[config.mk]
export PLATFORM = sky130hd
export DESIGN_NAME = hazard_unit
export DESIGN_NICKNAME = d
export VERILOG_FILES = /design/src/rtl/riscv_pkg.sv /design/src/rtl/sat_counter.sv /design/src/rtl/hazard_unit.sv
export SDC_FILE = /design/constraint.sdc
export NUM_CORES = 1
export LEC_CHECK = 0
export CAP_MARGIN = 40
export CORE_UTILIZATION = 29
export DETAILED_ROUTE_END_ITERATION = 16
export PLACE_DENSITY = 0.89
export SETUP_SLACK_MARGIN = 0.02
export SYNTH_ARGS = -nofsm -noshare
export SYNTH_HDL_FRONTEND = slang
export SYNTH_SLANG_ARGS = --single-unit
[constraint.sdc]
create_clock -name clk -period 1.4 [get_ports clk]
set_clock_uncertainty 0.15 [all_clocks]
set_input_delay 0.28 -clock clk [delete_from_list [all_inputs] [get_ports clk]]
set_output_delay 0.28 -clock clk [all_outputs]
set_load 0.02 [all_outputs]
[src/rtl/riscv_pkg.sv]
// Shared constants and types for the 5-stage RISC-V core's pipeline control blocks.
package riscv_pkg;
  localparam int REG_AW          = 5;
  localparam int TIMEOUT_CYC_DEF = 255;

  typedef enum logic {
    RUN      = 1'b0,
    MEM_WAIT = 1'b1
  } hazard_state_t;
endpackage

[src/rtl/sat_counter.sv]
// Saturating up-counter: counts cycles with inc=1, holds at all-ones, clears only on reset.
module sat_counter #(
  parameter int W = 32
) (
  input  logic         clk,
  input  logic         reset,
  input  logic         inc,
  output logic [W-1:0] count
);
  logic [W-1:0] count_q, count_d;

  always_comb begin
    count_d = count_q;
    if (inc && (count_q != {W{1'b1}})) count_d = count_q + 1'b1;
  end

  always_ff @(posedge clk or posedge reset) begin
    if (reset) count_q <= '0;
    else       count_q <= count_d;
  end

  assign count = count_q;
endmodule

[src/rtl/hazard_unit.sv]
// Pipeline hazard controller: memory-wait freeze, taken-branch flush, load-use stall.
// Optional performance counters are built when HAZARD_PERF_EN is defined.
module hazard_unit
  import riscv_pkg::*;
#(
  parameter int  CNT_W       = 32,
  parameter int  TIMEOUT_CYC = TIMEOUT_CYC_DEF,
  localparam int WC_W        = $clog2(TIMEOUT_CYC + 1)
) (
  input  logic                clk,
  input  logic                reset,
  input  logic [REG_AW-1:0]   id_rs1,
  input  logic [REG_AW-1:0]   id_rs2,
  input  logic [REG_AW-1:0]   id_ex_rd,
  input  logic                id_ex_memread,
  input  logic                ex_branch_taken,
  input  logic                ex_mem_memread,
  input  logic                ex_mem_memwrite,
  input  logic                dmem_ready,
  output logic                pc_write,
  output logic                if_id_write,
  output logic                id_ex_write,
  output logic                ex_mem_write,
  output logic                if_id_flush,
  output logic                id_ex_flush,
  output logic                mem_wb_bubble,
  output logic                mem_timeout,
  output logic [CNT_W-1:0]    stall_count,
  output logic [CNT_W-1:0]    flush_count,
  output hazard_state_t       dbg_state,
  output logic [WC_W-1:0]     dbg_wait_cnt
);
  // Handshake: none -- every control output is a same-cycle combinational
  // function of inputs and state; the pipeline registers obey them on the next edge.

  hazard_state_t   state_q, state_d;
  logic [WC_W-1:0] wait_cnt_q, wait_cnt_d;
  logic            timeout_q, timeout_d;
  // Cleared by reset, set by the first edge afterwards; outputs stay at reset values until then.
  logic            active_q;

  logic mem_access, freeze, load_use;

  assign mem_access = ex_mem_memread | ex_mem_memwrite;
  assign freeze     = active_q & mem_access & ~dmem_ready;
  assign load_use   = id_ex_memread & (id_ex_rd != '0) &
                      ((id_ex_rd == id_rs1) | (id_ex_rd == id_rs2));

  always_comb begin
    pc_write      = 1'b0;
    if_id_write   = 1'b0;
    id_ex_write   = 1'b0;
    ex_mem_write  = 1'b0;
    if_id_flush   = 1'b0;
    id_ex_flush   = 1'b0;
    mem_wb_bubble = 1'b0;
    if (active_q) begin
      if (freeze) begin
        mem_wb_bubble = 1'b1;
      end else begin
        pc_write     = 1'b1;
        if_id_write  = 1'b1;
        id_ex_write  = 1'b1;
        ex_mem_write = 1'b1;
        if (ex_branch_taken) begin
          if_id_flush = 1'b1;
          id_ex_flush = 1'b1;
        end else if (load_use) begin
          pc_write    = 1'b0;
          if_id_write = 1'b0;
          id_ex_flush = 1'b1;
        end
      end
    end
  end

  always_comb begin
    state_d    = state_q;
    wait_cnt_d = wait_cnt_q;
    timeout_d  = timeout_q;
    case (state_q)
      RUN: begin
        wait_cnt_d = '0;
        if (freeze) state_d = MEM_WAIT;
      end
      MEM_WAIT: begin
        if (!freeze) state_d = RUN;
        if (wait_cnt_q != WC_W'(TIMEOUT_CYC)) wait_cnt_d = wait_cnt_q + 1'b1;
        if (freeze && (wait_cnt_q == WC_W'(TIMEOUT_CYC - 1))) timeout_d = 1'b1;
      end
      default: state_d = RUN;
    endcase
  end

  always_ff @(posedge clk or posedge reset) begin
    if (reset) begin
      state_q    <= RUN;
      wait_cnt_q <= '0;
      timeout_q  <= 1'b0;
      active_q   <= 1'b0;
    end else begin
      state_q    <= state_d;
      wait_cnt_q <= wait_cnt_d;
      timeout_q  <= timeout_d;
      active_q   <= 1'b1;
    end
  end

  assign mem_timeout  = timeout_q;
  assign dbg_state    = state_q;
  assign dbg_wait_cnt = wait_cnt_q;

`ifdef HAZARD_PERF_EN
  sat_counter #(.W(CNT_W)) u_stall_cnt (
    .clk   (clk),
    .reset (reset),
    .inc   (active_q & ~pc_write),
    .count (stall_count)
  );

  sat_counter #(.W(CNT_W)) u_flush_cnt (
    .clk   (clk),
    .reset (reset),
    .inc   (if_id_flush),
    .count (flush_count)
  );
`else
  assign stall_count = {CNT_W{1'b0}};
  assign flush_count = {CNT_W{1'b0}};
`endif
endmodule

==> results.cfg <==
[run_status]
status = finished with violations
violations = negative setup slack

[final_layout]
drive_above_1_share_pct = 35.1
final_core_util_pct = 43.3
fillers = 379
n_antenna_cell = 0
area_growth_pct = 42.5
final_area_um2 = 1730
fin_nets = 227

[synthesis]
synth_most_common_cell = buf_4
syn_area_um2 = 1220
synth_area_per_cell_um2 = 8.63
synth.top_cell.area_share_pct = 40.7
synthTopCellsByCount = 66 x buf_4, 11 x dfrtp_1, 10 x xor2_1
ys_seq_area_share_pct = 22.6
netlist_instances = 141
ys_ff_latch = 11
synth_area_leaders = buf_4 41%, dfrtp_1 23%, xor2_1 7.2%, and4_1 2.9%, a211oi_1 2.5%
synth_largest_area_cell = buf_4
synth_cell_types = 31
ys_warn_count = 0
ys_dominant_reg_cell = dfrtp_1
async_flop_share_pct = 100
synth_edf_count = 0

[cts]
clk_latency_ns = 0.24
clk_path_buf_depth = 2
cts.sinks = 11
numCtsBuffers = 3
path_clk_slew_ns = 0.05
clockRootBuffer = clkbuf_8
htreeDepth = 1
cts_tree = yes

[run]
drv_cap = 0

[drt]
drtPass1Iterations = 4
first_iter_violations = 37
antenna_left = 0
vias_per_cell = 3.96
drc = 0
routed-via-count = 997
wl_mm = 2.65
wl_per_cell_um = 10.5

[grt]
grt_pass1_vias = 871
overflow = 0
antenna_found_initial = 0
grt_pass1_wl_mm = 3.68
grt_max_degree = 12
track_usage_pct = 11.1

[place]
place_hpwl_mm = 1.98
gp_congestion = 0.762
dpl_cell_area_um2 = 1570
numPortBuffers = 38
dp_slack_ns = -1.27

[timing]
timing.final.ws_setup_ns = -0.455
maxSlewViolCount = 0
finalHoldViolCount = 0
fmax_mhz = 539
min_period_ns = 1.86
period_share_pct = 133
final.hold.worst_slack_ns = 0.187
rsz0062_at_grt = yes
setup_viol = 6

[pwr]
power.leakage_nw = 0.868
power_density_nw_per_um2 = 600
vdd.ir_drop.worst_uv = 598

[floorplanning]
core-area_um2 = 4000
dieArea_um2 = 4460
io_pins = 103
start_util_pct = 30.4
die_w_um = 66.8
rows = 23
die_h_um = 66.8

[worst_setup_path]
crit_required_ns = 0.97
crit_fanout = 3
startpoint_type = input pin
critPathKind = in -> out
end_kind = output port
crit_arrival_ns = 1.43

[worst_hold_path]
hp-class = in -> async
-- per-stage QoR --
stage / setup TNS (ns) / power, W / instances
floorplan: -0.779 / 0.000712 / 204
global placement: -7.21 / 0.000707 / 243
detailed placement: -7.34 / 0.000712 / 243
CTS: -2.04 / 0.00102 / 250
global route: -2.13 / 0.00110 / 252
finish: -1.82 / 0.00104 / 252
-- critical path, stage by stage --
cell and delay (ns):
buf_8 0.10, or4_4 0.54, o21ai_4 0.15, or2_1 0.16
o22ai_4 0.07, buf_6 0.13
-- power breakdown --
part	switching [W]	internal, W
Sequential	0.00000552	0.000324
Combinational	0.000265	0.000136
Clock	0.000109	0.000199
-- final cells by class --
cell class	count	area, µm²	area share (%)
sequential	11	279	16.1
tap	50	62.6	3.61
timing repair buffer	60	547	31.6
multi-input combinational	121	777	44.8
inverter	6	22.5	1.30
clock buffer	4	45.0	2.60
-- layer usage --
metal / GRT usage, % / routed length (µm) / up-vias
met4: 3.72 / 20 / 0
li1: - / - / 459
met1: 8.81 / 776 / 463
met5: 0 / 0 / -
met3: 5.48 / 371 / 6
met2: 22.6 / 1490 / 69
-- cell families after synthesis --
family | after synthesis | synth area share, %
AOI/OAI and AO/OA | 16 | 10.1
adders and majority gates | 2 | 2.06
xor gates and xnor gates | 11 | 7.92
other | 2 | 0.618
buffers and inverters | 72 | 42.6
DFF | 11 | 22.6
and+or+nand+nor | 27 | 14.1
-- timing repair --
item,4_1_cts,5_1_grt
endpoints found under the setup margin,21,22
pin swaps,21,17
buffers inserted,3,2
gates resized for setup,106,33
hold buffers,0,0
hold endpoints to repair,0,0
-- placed cells by master (no fill, tap or decap), types with 2 or more instances in the layout --
| cell type | count |
|---|---|
| inv_2 | 2 |
| and4_4 | 2 |
| buf_6 | 12 |
| nor2_4 | 2 |
| buf_8 | 2 |
| clkdlybuf4s15_2 | 4 |
| xor2_1 | 9 |
| clkbuf_8 | 3 |
| conb_1 | 65 |
| dlygate4sd2_1 | 9 |
| buf_2 | 2 |
| nor2_1 | 5 |
| dfrtp_2 | 3 |
| and4_1 | 2 |
| a31oi_1 | 2 |
| clkdlybuf4s50_1 | 2 |
| buf_4 | 17 |
| nor3_2 | 4 |
| clkbuf_2 | 4 |
| inv_1 | 4 |
| clkdlybuf4s15_1 | 8 |
| a211oi_1 | 3 |
| dfrtp_1 | 8 |
| o21ai_4 | 2 |
-- flip-flops by register name (all words and copies together), names as in the netlist --
name / count
active_q: 1
mem_timeout: 1
dbg_wait_cnt: 8
dbg_state: 1
-- path summary, 6_finish.rpt --
path                                             start  slack, ns  cells after the start                     endpoint
setup / recovery                           id_ex_rd[2]      -0.46                      6                  id_ex_flush
hold reg to reg                mem_timeout$_DFFE_PP0P_       0.33                      1      mem_timeout$_DFFE_PP0P_
max in group asynchronous                        reset       0.59                      2  dbg_wait_cnt[0]$_DFFE_PP0P_
min in group clk               mem_timeout$_DFFE_PP0P_       0.33                      1      mem_timeout$_DFFE_PP0P_
hold / removal                                   reset       0.19                      2           active_q$_DFF_PP0_
setup reg to reg           dbg_wait_cnt[1]$_DFFE_PP0P_       0.05                      5  dbg_wait_cnt[0]$_DFFE_PP0P_
Note: power is estimated with default switching activity, not from simulation.
